**src/rtl/pulse_det_pkg.sv**
```systemverilog
// Shared types and constants for the AXI-Stream pulse detector.
package pulse_det_pkg;
  typedef enum logic [1:0] {
    ST_IDLE     = 2'd0,
    ST_ACTIVE   = 2'd1,
    ST_WAIT_LOW = 2'd2
  } state_t;

  localparam int RES_W  = 16;
  localparam int DROP_W = 16;
endpackage

```
**src/rtl/pulse_det_result_reg.sv**
```systemverilog
// Single-entry result holding register with valid/ready handshake and a
// saturating counter of results lost while the entry was still occupied.
module pulse_det_result_reg
  import pulse_det_pkg::*;
#(
  parameter int DATA_WIDTH = 16,
  parameter int TS_WIDTH   = 32
) (
  input  logic                         aclk,
  input  logic                         aresetn,
  input  logic                         i_load,
  input  logic [RES_W-1:0]             i_width,
  input  logic signed [DATA_WIDTH-1:0] i_peak,
  input  logic [TS_WIDTH-1:0]          i_ts,
  input  logic [TS_WIDTH-1:0]          i_period,
  input  logic                         i_timeout,
  input  logic                         i_ready,
  output logic                         o_valid,
  output logic [RES_W-1:0]             o_width,
  output logic signed [DATA_WIDTH-1:0] o_peak,
  output logic [TS_WIDTH-1:0]          o_ts,
  output logic [TS_WIDTH-1:0]          o_period,
  output logic                         o_timeout,
  output logic [DROP_W-1:0]            o_drop_cnt
);

  function automatic logic [DROP_W-1:0] sat_inc(input logic [DROP_W-1:0] v);
    return (&v) ? v : v + 1'b1;
  endfunction

  logic                         r_valid;
  logic [RES_W-1:0]             r_width;
  logic signed [DATA_WIDTH-1:0] r_peak;
  logic [TS_WIDTH-1:0]          r_ts;
  logic [TS_WIDTH-1:0]          r_period;
  logic                         r_timeout;
  logic [DROP_W-1:0]            r_drop_cnt;
  logic                         w_busy;

  // A consumer taking the old entry this cycle frees the slot for the new one.
  assign w_busy = r_valid && !i_ready;

  always_ff @(posedge aclk or negedge aresetn) begin
    if (!aresetn) begin
      r_valid    <= 1'b0;
      r_width    <= '0;
      r_peak     <= '0;
      r_ts       <= '0;
      r_period   <= '0;
      r_timeout  <= 1'b0;
      r_drop_cnt <= '0;
    end else if (i_load && !w_busy) begin
      r_valid   <= 1'b1;
      r_width   <= i_width;
      r_peak    <= i_peak;
      r_ts      <= i_ts;
      r_period  <= i_period;
      r_timeout <= i_timeout;
    end else if (i_load) begin
      r_drop_cnt <= sat_inc(r_drop_cnt);
    end else if (i_ready) begin
      r_valid <= 1'b0;
    end
  end

  assign o_valid    = r_valid;
  assign o_width    = r_width;
  assign o_peak     = r_peak;
  assign o_ts       = r_ts;
  assign o_period   = r_period;
  assign o_timeout  = r_timeout;
  assign o_drop_cnt = r_drop_cnt;

endmodule

```
**src/rtl/axis_pulse_detect.sv**
```systemverilog
// Hysteresis pulse detector on a signed ADC stream: reports width, peak,
// rise timestamp and period. Define PULSE_DET_TIMEOUT_EN for MAX_WIDTH timeout.
module axis_pulse_detect
  import pulse_det_pkg::*;
#(
  parameter int DATA_WIDTH = 16,
  parameter int THRESH_HI  = 16000,
  parameter int THRESH_LO  = 8000,
  parameter int MIN_WIDTH  = 4,
  parameter int MAX_WIDTH  = 1024,
  parameter int TS_WIDTH   = 32
) (
  input  logic                         aclk,
  input  logic                         aresetn,
  input  logic signed [DATA_WIDTH-1:0] s_axis_tdata,
  input  logic                         s_axis_tvalid,
  output logic                         s_axis_tready,
  output logic                         res_valid,
  input  logic                         res_ready,
  output logic [RES_W-1:0]             res_width,
  output logic signed [DATA_WIDTH-1:0] res_peak,
  output logic [TS_WIDTH-1:0]          res_ts,
  output logic [TS_WIDTH-1:0]          res_period,
  output logic                         res_timeout,
  output logic [DROP_W-1:0]            drop_cnt
);

  localparam logic signed [DATA_WIDTH-1:0] C_HI  = DATA_WIDTH'(THRESH_HI);
  localparam logic signed [DATA_WIDTH-1:0] C_LO  = DATA_WIDTH'(THRESH_LO);
  localparam logic [RES_W-1:0]             C_MIN = RES_W'(MIN_WIDTH);
`ifdef PULSE_DET_TIMEOUT_EN
  localparam logic [RES_W-1:0]             C_MAX = RES_W'(MAX_WIDTH);
`endif

  function automatic logic [RES_W-1:0] sat_inc(input logic [RES_W-1:0] v);
    return (&v) ? v : v + 1'b1;
  endfunction

  logic                         r_tready;
  logic [TS_WIDTH-1:0]          r_ts;
  state_t                       r_state;
  logic                         r_first;
  logic [RES_W-1:0]             r_width;
  logic signed [DATA_WIDTH-1:0] r_peak;
  logic [TS_WIDTH-1:0]          r_rise_ts;
  logic [TS_WIDTH-1:0]          r_last_ts;

  logic                         w_acc;
  logic                         w_ge_hi;
  logic                         w_ge_lo;
  logic [RES_W-1:0]             w_width_inc;
  logic signed [DATA_WIDTH-1:0] w_peak_max;
  state_t                       w_nstate;
  logic                         w_issue;
  logic [RES_W-1:0]             w_res_width;
  logic signed [DATA_WIDTH-1:0] w_res_peak;
  logic                         w_res_to;
  logic [TS_WIDTH-1:0]          w_period;

  assign w_acc       = s_axis_tvalid && r_tready;
  assign w_ge_hi     = s_axis_tdata >= C_HI;
  assign w_ge_lo     = s_axis_tdata >= C_LO;
  assign w_width_inc = sat_inc(r_width);
  assign w_peak_max  = (s_axis_tdata > r_peak) ? s_axis_tdata : r_peak;
  assign w_period    = r_first ? '0 : r_rise_ts - r_last_ts;

  always_comb begin
    w_nstate    = r_state;
    w_issue     = 1'b0;
    w_res_width = r_width;
    w_res_peak  = r_peak;
    w_res_to    = 1'b0;
    case (r_state)
      ST_IDLE: if (w_acc && w_ge_hi) w_nstate = ST_IDLE == ST_IDLE ? ST_ACTIVE : ST_IDLE;
      ST_ACTIVE: begin
        // The falling sample itself is not part of the pulse.
        if (w_acc && !w_ge_lo) begin
          w_nstate = ST_IDLE;
          w_issue  = (r_width >= C_MIN);
        end
`ifdef PULSE_DET_TIMEOUT_EN
        else if (w_acc && (w_width_inc == C_MAX)) begin
          w_nstate    = ST_WAIT_LOW;
          w_issue     = 1'b1;
          w_res_width = w_width_inc;
          w_res_peak  = w_peak_max;
          w_res_to    = 1'b1;
        end
`endif
      end
`ifdef PULSE_DET_TIMEOUT_EN
      ST_WAIT_LOW: if (w_acc && !w_ge_lo) w_nstate = ST_IDLE;
`endif
      default: w_nstate = ST_IDLE;
    endcase
  end

  // Control: handshake, timestamp, FSM, first-pulse flag
  always_ff @(posedge aclk or negedge aresetn) begin
    if (!aresetn) begin
      r_tready <= 1'b0;
      r_ts     <= '0;
      r_state  <= ST_IDLE;
      r_first  <= 1'b1;
    end else begin
      r_tready <= 1'b1;
      r_state  <= w_nstate;
      if (w_acc) r_ts <= r_ts + 1'b1;
      if (w_issue) r_first <= 1'b0;
    end
  end

  // Datapath: pulse accumulation, no reset needed (loaded on every rise)
  always_ff @(posedge aclk) begin
    if (w_acc && (r_state == ST_IDLE) && w_ge_hi) begin
      r_rise_ts <= r_ts;
      r_width   <= RES_W'(1);
      r_peak    <= s_axis_tdata;
    end else if (w_acc && (r_state == ST_ACTIVE) && w_ge_lo) begin
      r_width <= w_width_inc;
      r_peak  <= w_peak_max;
    end
    if (w_issue) r_last_ts <= r_rise_ts;
  end

  assign s_axis_tready = r_tready;

  pulse_det_result_reg #(
    .DATA_WIDTH (DATA_WIDTH),
    .TS_WIDTH   (TS_WIDTH)
  ) u_result (
    .aclk       (aclk),
    .aresetn    (aresetn),
    .i_load     (w_issue),
    .i_width    (w_res_width),
    .i_peak     (w_res_peak),
    .i_ts       (r_rise_ts),
    .i_period   (w_period),
    .i_timeout  (w_res_to),
    .i_ready    (res_ready),
    .o_valid    (res_valid),
    .o_width    (res_width),
    .o_peak     (res_peak),
    .o_ts       (res_ts),
    .o_period   (res_period),
    .o_timeout  (res_timeout),
    .o_drop_cnt (drop_cnt)
  );

endmodule

```
**config.mk**
```make
export PLATFORM = sky130hd
export DESIGN_NAME = axis_pulse_detect
export DESIGN_NICKNAME = d
export VERILOG_FILES = /design/src/rtl/pulse_det_pkg.sv /design/src/rtl/pulse_det_result_reg.sv /design/src/rtl/axis_pulse_detect.sv
export SDC_FILE = /design/constraint.sdc
export NUM_CORES = 1
export LEC_CHECK = 0
export CORE_ASPECT_RATIO = 1.2
export CORE_MARGIN = 2
export CORE_UTILIZATION = 45
export CTS_BUF_LIST = sky130_fd_sc_hd__clkbuf_16
export CTS_CLUSTER_SIZE = 40
export DETAILED_ROUTE_END_ITERATION = 10
export PLACE_DENSITY_LB_ADDON = 0.12
export SLEW_MARGIN = 10
export SYNTH_ARGS = -nofsm -noshare
export SYNTH_HDL_FRONTEND = slang
export SYNTH_SLANG_ARGS = --single-unit
```
**constraint.sdc**
```tcl
create_clock -name aclk -period 2.7 [get_ports aclk]
set_input_delay 0.27 -clock aclk [delete_from_list [all_inputs] [get_ports aclk]]
set_output_delay 0.27 -clock aclk [all_outputs]
set_load 0.01 [all_outputs]
```
; ---- After elaboration in Yosys (flattened, before gate mapping)
; Cells that the tools add are included.
[totals]
ram_bits = 0
latch_bits = 0
regBits = 245
n_memories = 0
rom_bits = 0
[op_classes]
addsub = 4
muxes = 12
bitwise_logic = 3
magnitude_cmp = 4
n_shift = 0
n_div = 0
eq_ne = 4
n_reduce_logical = 23
n_mul = 0
[ops]
columns = operator, count
row1 = two-way mux 16 bit, 3
row2 = adder 16 x 1 -> 16 bit (second input constant), 2
row3 = adder 32 x 1 -> 32 bit (second input constant), 1
row4 = two-way mux 32 bit, 1
row5 = AND reduction 16 bit, 2
row6 = subtractor 32 bit, 1
row7 = greater-or-equal comparator 16 x 14 -> 1 bit (second input constant), 1
row8 = greater-or-equal comparator 16 x 15 -> 1 bit (second input constant), 1
row9 = greater-or-equal comparator 16 x 3 -> 1 bit (second input constant), 1
row10 = greater-than comparator 16 bit, 1
row11 = logical AND 1 bit, 9
row12 = AND reduction 2 bit, 4
row13 = != test 2 bit (second input constant), 3
row14 = nonzero test 2 bit, 3
row15 = two-way mux 1 bit, 5
row16 = two-way mux 2 bit, 2
row17 = case mux 2 bit (2 select lines), 1
row18 = logical NOT 1 bit, 3
row19 = inverter 1 bit, 3
row20 = AND reduction 3 bit, 1
row21 = equality test 2 x 1 -> 1 bit (second input constant), 1
row22 = logical NOT 2 bit, 1

; ---- Logic depth before layout (Yosys ltp)
; Gate-level depths: netlist of run 1.
[depth]
depth_word = 8
mapped_depth = 12

; ---- Hierarchy
; Synthesis of run 1 repeated with hierarchy kept, for this count alone.
[unflattened]
cells_unflattened = 957
hier_area_um2 = 11609.9
[modules_own_cells]
columns = module, cells_per_inst, seq_area_each_um2, area_per_inst_um2, n_inst
row1 = axis_pulse_detect, 671, 3599.7, 7125.6, 1
row2 = pulse_det_result_reg, 286, 2852.7, 4484.3, 1

; ---- Worst setup path before layout of run 1
; Ideal clock, no wire load.
[synth_timing]
path_type = flip-flop to flip-flop
from = register r_tready (netlist: s_axis_tready)
to = register r_rise_ts[0], enable pin
path_buffers = 1
required_ns = 2.291
t_arrival_ns = 2.457
path_stages_with_launch = 4
period_less_slack_ns = 2.866
setup_slack_ns = -0.166
setup_time_ns = 0.409
cell_sequence = dfrtp_1 -> nand2_1 -> nor4_1 -> clkbuf_1
[synth_via]
elab_chain_cells = 3
[synth_rtl]
columns = element, line_no
row1 = "start, declared", axis_pulse_detect.sv:39  ; logic r_tready;
row2 = "start signal, assigned", axis_pulse_detect.sv:101  ; r_tready <= 1'b0;
row3 = "start signal, assigned", axis_pulse_detect.sv:106  ; r_tready <= 1'b1;
row4 = logical AND 1 bit, axis_pulse_detect.sv:60  ; assign w_acc = s_axis_tvalid && r_tready;
row5 = logical AND 1 bit (2 in series), axis_pulse_detect.sv:115  ; if (w_acc && (r_state == ST_IDLE) && w_ge_hi) begin
row6 = "end signal, assigned", axis_pulse_detect.sv:116  ; r_rise_ts <= r_ts;
row7 = "end, declared", axis_pulse_detect.sv:45  ; logic [TS_WIDTH-1:0] r_rise_ts;
; Every way passes these cells.
; A chain may end at the register's enable or synchronous reset.

; ---- Worst setup path in the final report of run 1
[layout_timing]
from = register r_rise_ts[11]
to = register u_result.r_period[30] (netlist: u_result.o_period[30])
[layout_via]
elab_chain_cells = 2
[layout_rtl]
columns = element, line_no
row1 = subtractor 32 bit, axis_pulse_detect.sv:65  ; assign w_period = r_first ? '0 : r_rise_ts - r_last_ts;
row2 = two-way mux 32 bit, axis_pulse_detect.sv:65
row3 = "end signal, assigned", pulse_det_result_reg.sv:57  ; r_period <= i_period;
row4 = "end, declared", pulse_det_result_reg.sv:35  ; logic [TS_WIDTH-1:0] r_period;
; Every way passes these cells.

==> run_results.csv, run 1 <==
group,metric,value,unit
clock_network,h-tree-depth,1,
clock_network,cts_buffers,25,
floorplan,die_area,0.0258,sq mm
synthesis,ys_seq_elements,244,
global_routing,grt_pass1_wl,37500,um
run,cap_violations,0,
clock_network,ctsRootBufferMaster,"clkbuf_16",
global_routing,antenna_found_initial,0,
critical_path,worst-setup-path-type,"register to register",
place,dpl.hpwl,16600,um
final_layout,drive_gt1_share,17.9,%
synthesis,synthCells,928,
timing,final.setup.tns,0,ps
critical_path,cp.arrival,3040,ps
synthesis,postSynth.asyncResetShare,60.7,%
routing,drtIter0Drc,179,
critical_path,crit_top_cell,"o21ai_2",
floorplan,num_rows,62,
floorplan,die_width,147,um
min_path,worstHoldPathType,"primary input to async pin",
critical_path,crit_fanout,2,
pwr,power_leakage,6.51,nW
synthesis,synth-main-ff-cell,"dfrtp_1",
critical_path,ff2ff_setup_slack,50,ps
critical_path,cp-start-kind,"register",
timing,hold_violations,0,
pwr,power,8.61,mW
floorplan,initial_core_util,46.0,%
global_routing,grt.overflow.total,0,
floorplan,fp.dieH,175,um
synthesis,synth_edf_count,80,
critical_path,cp_slowest_stage_delay,590,ps
final_layout,diodes,0,
critical_path,path_delay_family,"compound AO/OA/AOI/OAI gates",
timing,period_needed,2650,ps
synthesis,syn_nets,1000,
timing,setup_viol,0,
timing,fin_worst_skew,12.3,ps
place,port_buffers,133,
global_routing,track_usage,17.8,%
place,place_inst,1443,
timing,tightest_slew,787,ps
final_layout,areaGrowthSynthToFinish,30.1,%
synthesis,synth_area,0.0110,sq mm
timing,slew_violations,0,
final_layout,nNetsFinal,1229,
floorplan,ioPinCount,135,
clock_network,cts_buffer_depth,3,
timing,hold_slack,201,ps
synthesis,ys_seq_area_share,58.3,%
pwr,ir_worst_vdd,0.000493,V
synthesis,ys_warn_count,0,
clock_network,cts.sinks,244,
timing,fmax,0.378,GHz
critical_path,cp-end-kind,"register",
routing,first_pass_iters,4,
critical_path,crit_chain,"ha_4 > o21a_1 > o211ai_1 > a2111oi_1 > o21ai_2 > o311ai_4 > o21ai_2 > o21ai_1 > mux2i_1 > a221o_1",
critical_path,worst-path-buf-inv,0,
routing,ant_nets,0,
clock_network,cts_tree,"yes",
timing,max-slew-margin-rel,47.3,%
synthesis,syn_avg_cell_area,11.9,sq um
routing,vias,7482,
synthesis,ys_types,64,
final_layout,final_cells,1495,
timing,fin_crit_sh,98.0,%
routing,avgViaCountPerCell,5.00,
global_routing,grt_max_degree,62,
place,gp_congestion,0.852,
pwr,powerDensity,600,mW/mm^2
floorplan,core,0.0240,sq mm
routing,drc,0,
critical_path,cp.required,3090,ps
clock_network,clkTransAtPathRegs,60,ps
routing,wl_per_cell,15.1,um
critical_path,slowest_stage,"a2111oi_1",
routing,wirelength,22600,um
global_routing,grt_pass1_vias,7501,
clock_network,clock_latency,520,ps
run_status,status,"complete, no violations",
-- worst register-to-register path, stage by stage (launching register included) --
cell and delay, ps:
edfxtp_1 430, ha_4 300, o21a_1 120, o211ai_1 130, a2111oi_1 590, o21ai_2 200, o311ai_4 120, o21ai_2 90
o21ai_1 160, mux2i_1 90, a221o_1 310
-- placed cells by master (no fill, tap or decap), drive strengths merged, types with 4 or more instances in the layout --
cell | Yosys | final
xor2 | 33 | 33
nand4 | 23 | 23
nor3 | 9 | 9
o31ai | 13 | 13
or2 | 4 | 4
a31oi | 6 | 6
nand2b | 9 | 9
clkinv | 0 | 9
ha | 51 | 51
inv | 63 | 71
a22o | 19 | 19
o21ai | 43 | 43
a21oi | 39 | 39
nand2 | 91 | 91
a21o | 20 | 20
nor2b | 6 | 6
nor2 | 51 | 51
dfxtp | 16 | 16
and3 | 13 | 13
buf | 10 | 94
nand3 | 21 | 21
mux2 | 45 | 45
clkbuf | 15 | 26
dfrtp | 147 | 147
xnor2 | 51 | 51
edfxtp | 80 | 80
clkdlybuf4s50 | 0 | 132
nor4 | 6 | 6
or3 | 6 | 6
-- kinds of logic after synthesis --
| logic type | count (synthesis) | synth area share (%) |
|---|---|---|
| buffers and inverters | 88 | 3.10 |
| adders and majority gates | 52 | 5.97 |
| AOI/OAI and AO/OA | 166 | 10.4 |
| xor gates and xnor gates | 84 | 6.68 |
| other | 2 | 0.0682 |
| muxes | 47 | 4.78 |
| DFF | 244 | 58.3 |
| and+or+nand+nor | 245 | 10.6 |
-- final cells by class --
| type | instances | area [sq um] |
|---|---|---|
| fill | 2023 | 9640 |
| sequential | 244 | 6430 |
| multi-input combinational | 596 | 4390 |
| timing repair buffer | 227 | 2120 |
| clock buffer | 26 | 651 |
| tap | 320 | 400 |
| inverter | 63 | 236 |
| clock inverter | 19 | 115 |
-- sequential cells by signal, indices dropped and copies added (netlist names), 16 cells and up --
name	cells
u_result.o_drop_cnt	16
r_rise_ts	32
r_peak	16
u_result.o_peak	16
r_last_ts	32
u_result.o_ts	32
u_result.o_width	16
r_width	16
r_ts	32
u_result.o_period	32
-- path summary, 6_finish.rpt --
kind / startpoint / endpoint / cells after the start
setup / recovery: r_rise_ts[11]$_DFFE_PP_ / u_result.o_period[30]$_DFFE_PN0P_ / 10
hold / removal: aresetn / u_result.o_ts[6]$_DFFE_PN0P_ / 2
setup reg to reg: r_rise_ts[11]$_DFFE_PP_ / u_result.o_period[30]$_DFFE_PN0P_ / 10
hold reg to reg: r_ts[20]$_DFFE_PN0P_ / r_rise_ts[20]$_DFFE_PP_ / 0
max in group asynchronous: aresetn / u_result.o_period[27]$_DFFE_PN0P_ / 3
min in group aclk: s_axis_tdata[0] / r_peak[0]$_DFFE_PP_ / 1
-- what timing repair did --
item / 4_1_cts / 5_1_grt
setup buffers: 0 / 6
endpoints found under the hold margin: 38 / 0
hold buffers: 1 / 0
resized for setup: 0 / 23
endpoints found under the setup margin: 0 / 12
-- layer usage --
metal / part of all wire, % / global-route usage [%] / wire (um)
met3: 4.3 / 2.83 / 967
met2: 49 / 30.9 / 11100
met5: 0 / 0 / 0
met1: 44 / 23.3 / 10000
met4: 2.2 / 4.77 / 500
-- report_power, final --
| group | total, mW | internal (mW) | switching, mW |
|---|---|---|---|
| Sequential | 4.31 | 4.11 | 0.205 |
| Combinational | 1.08 | 0.634 | 0.445 |
| Clock | 3.21 | 1.83 | 1.38 |
-- metrics by stage --
stage                     setup WS [ps]  utilization [%]  cell area [sq um]
after floorplan                    81.6                -              11000
after global placement            0.469             55.8              13400
after detailed placement          -44.3             55.8              13400
after CTS                         0.574             59.1              14200
after global routing              -84.4             59.8              14300
final                              52.9             59.8              14300
-- cells in the mapped netlist, drive strengths merged, types with 3 or more instances --
cell      n  area share (%)
a21o     20             1.4
a21oi    39             1.9
a22o     19             1.5
a31oi     6            0.48
and2      3            0.17
and3     13            0.74
buf      10            0.43
clkbuf   15            0.52
dfrtp   147              33
dfxtp    16             2.9
edfxtp   80              22
ha       51             5.8
inv      63             2.1
mux2     45             4.6
nand2    91             3.1
nand2b    9            0.51
nand3    21            0.95
nand4    23             1.3
nor2     51             1.7
nor2b     6            0.41
nor3      9            0.56
nor4      6            0.34
o21ai    43             2.0
o31ai    13             1.1
o41ai     3            0.24
or2       4            0.23
or3       6            0.34
xnor2    51             4.1
xor2     33             2.6
(Power assumes the default switching activity.)
==> run 2: changes to the inputs <==
SKIP_LAST_GASP = 1   (was unset)
==> results of run 2 <==
Final layout, timing and power as in run 1 (identical DEF).
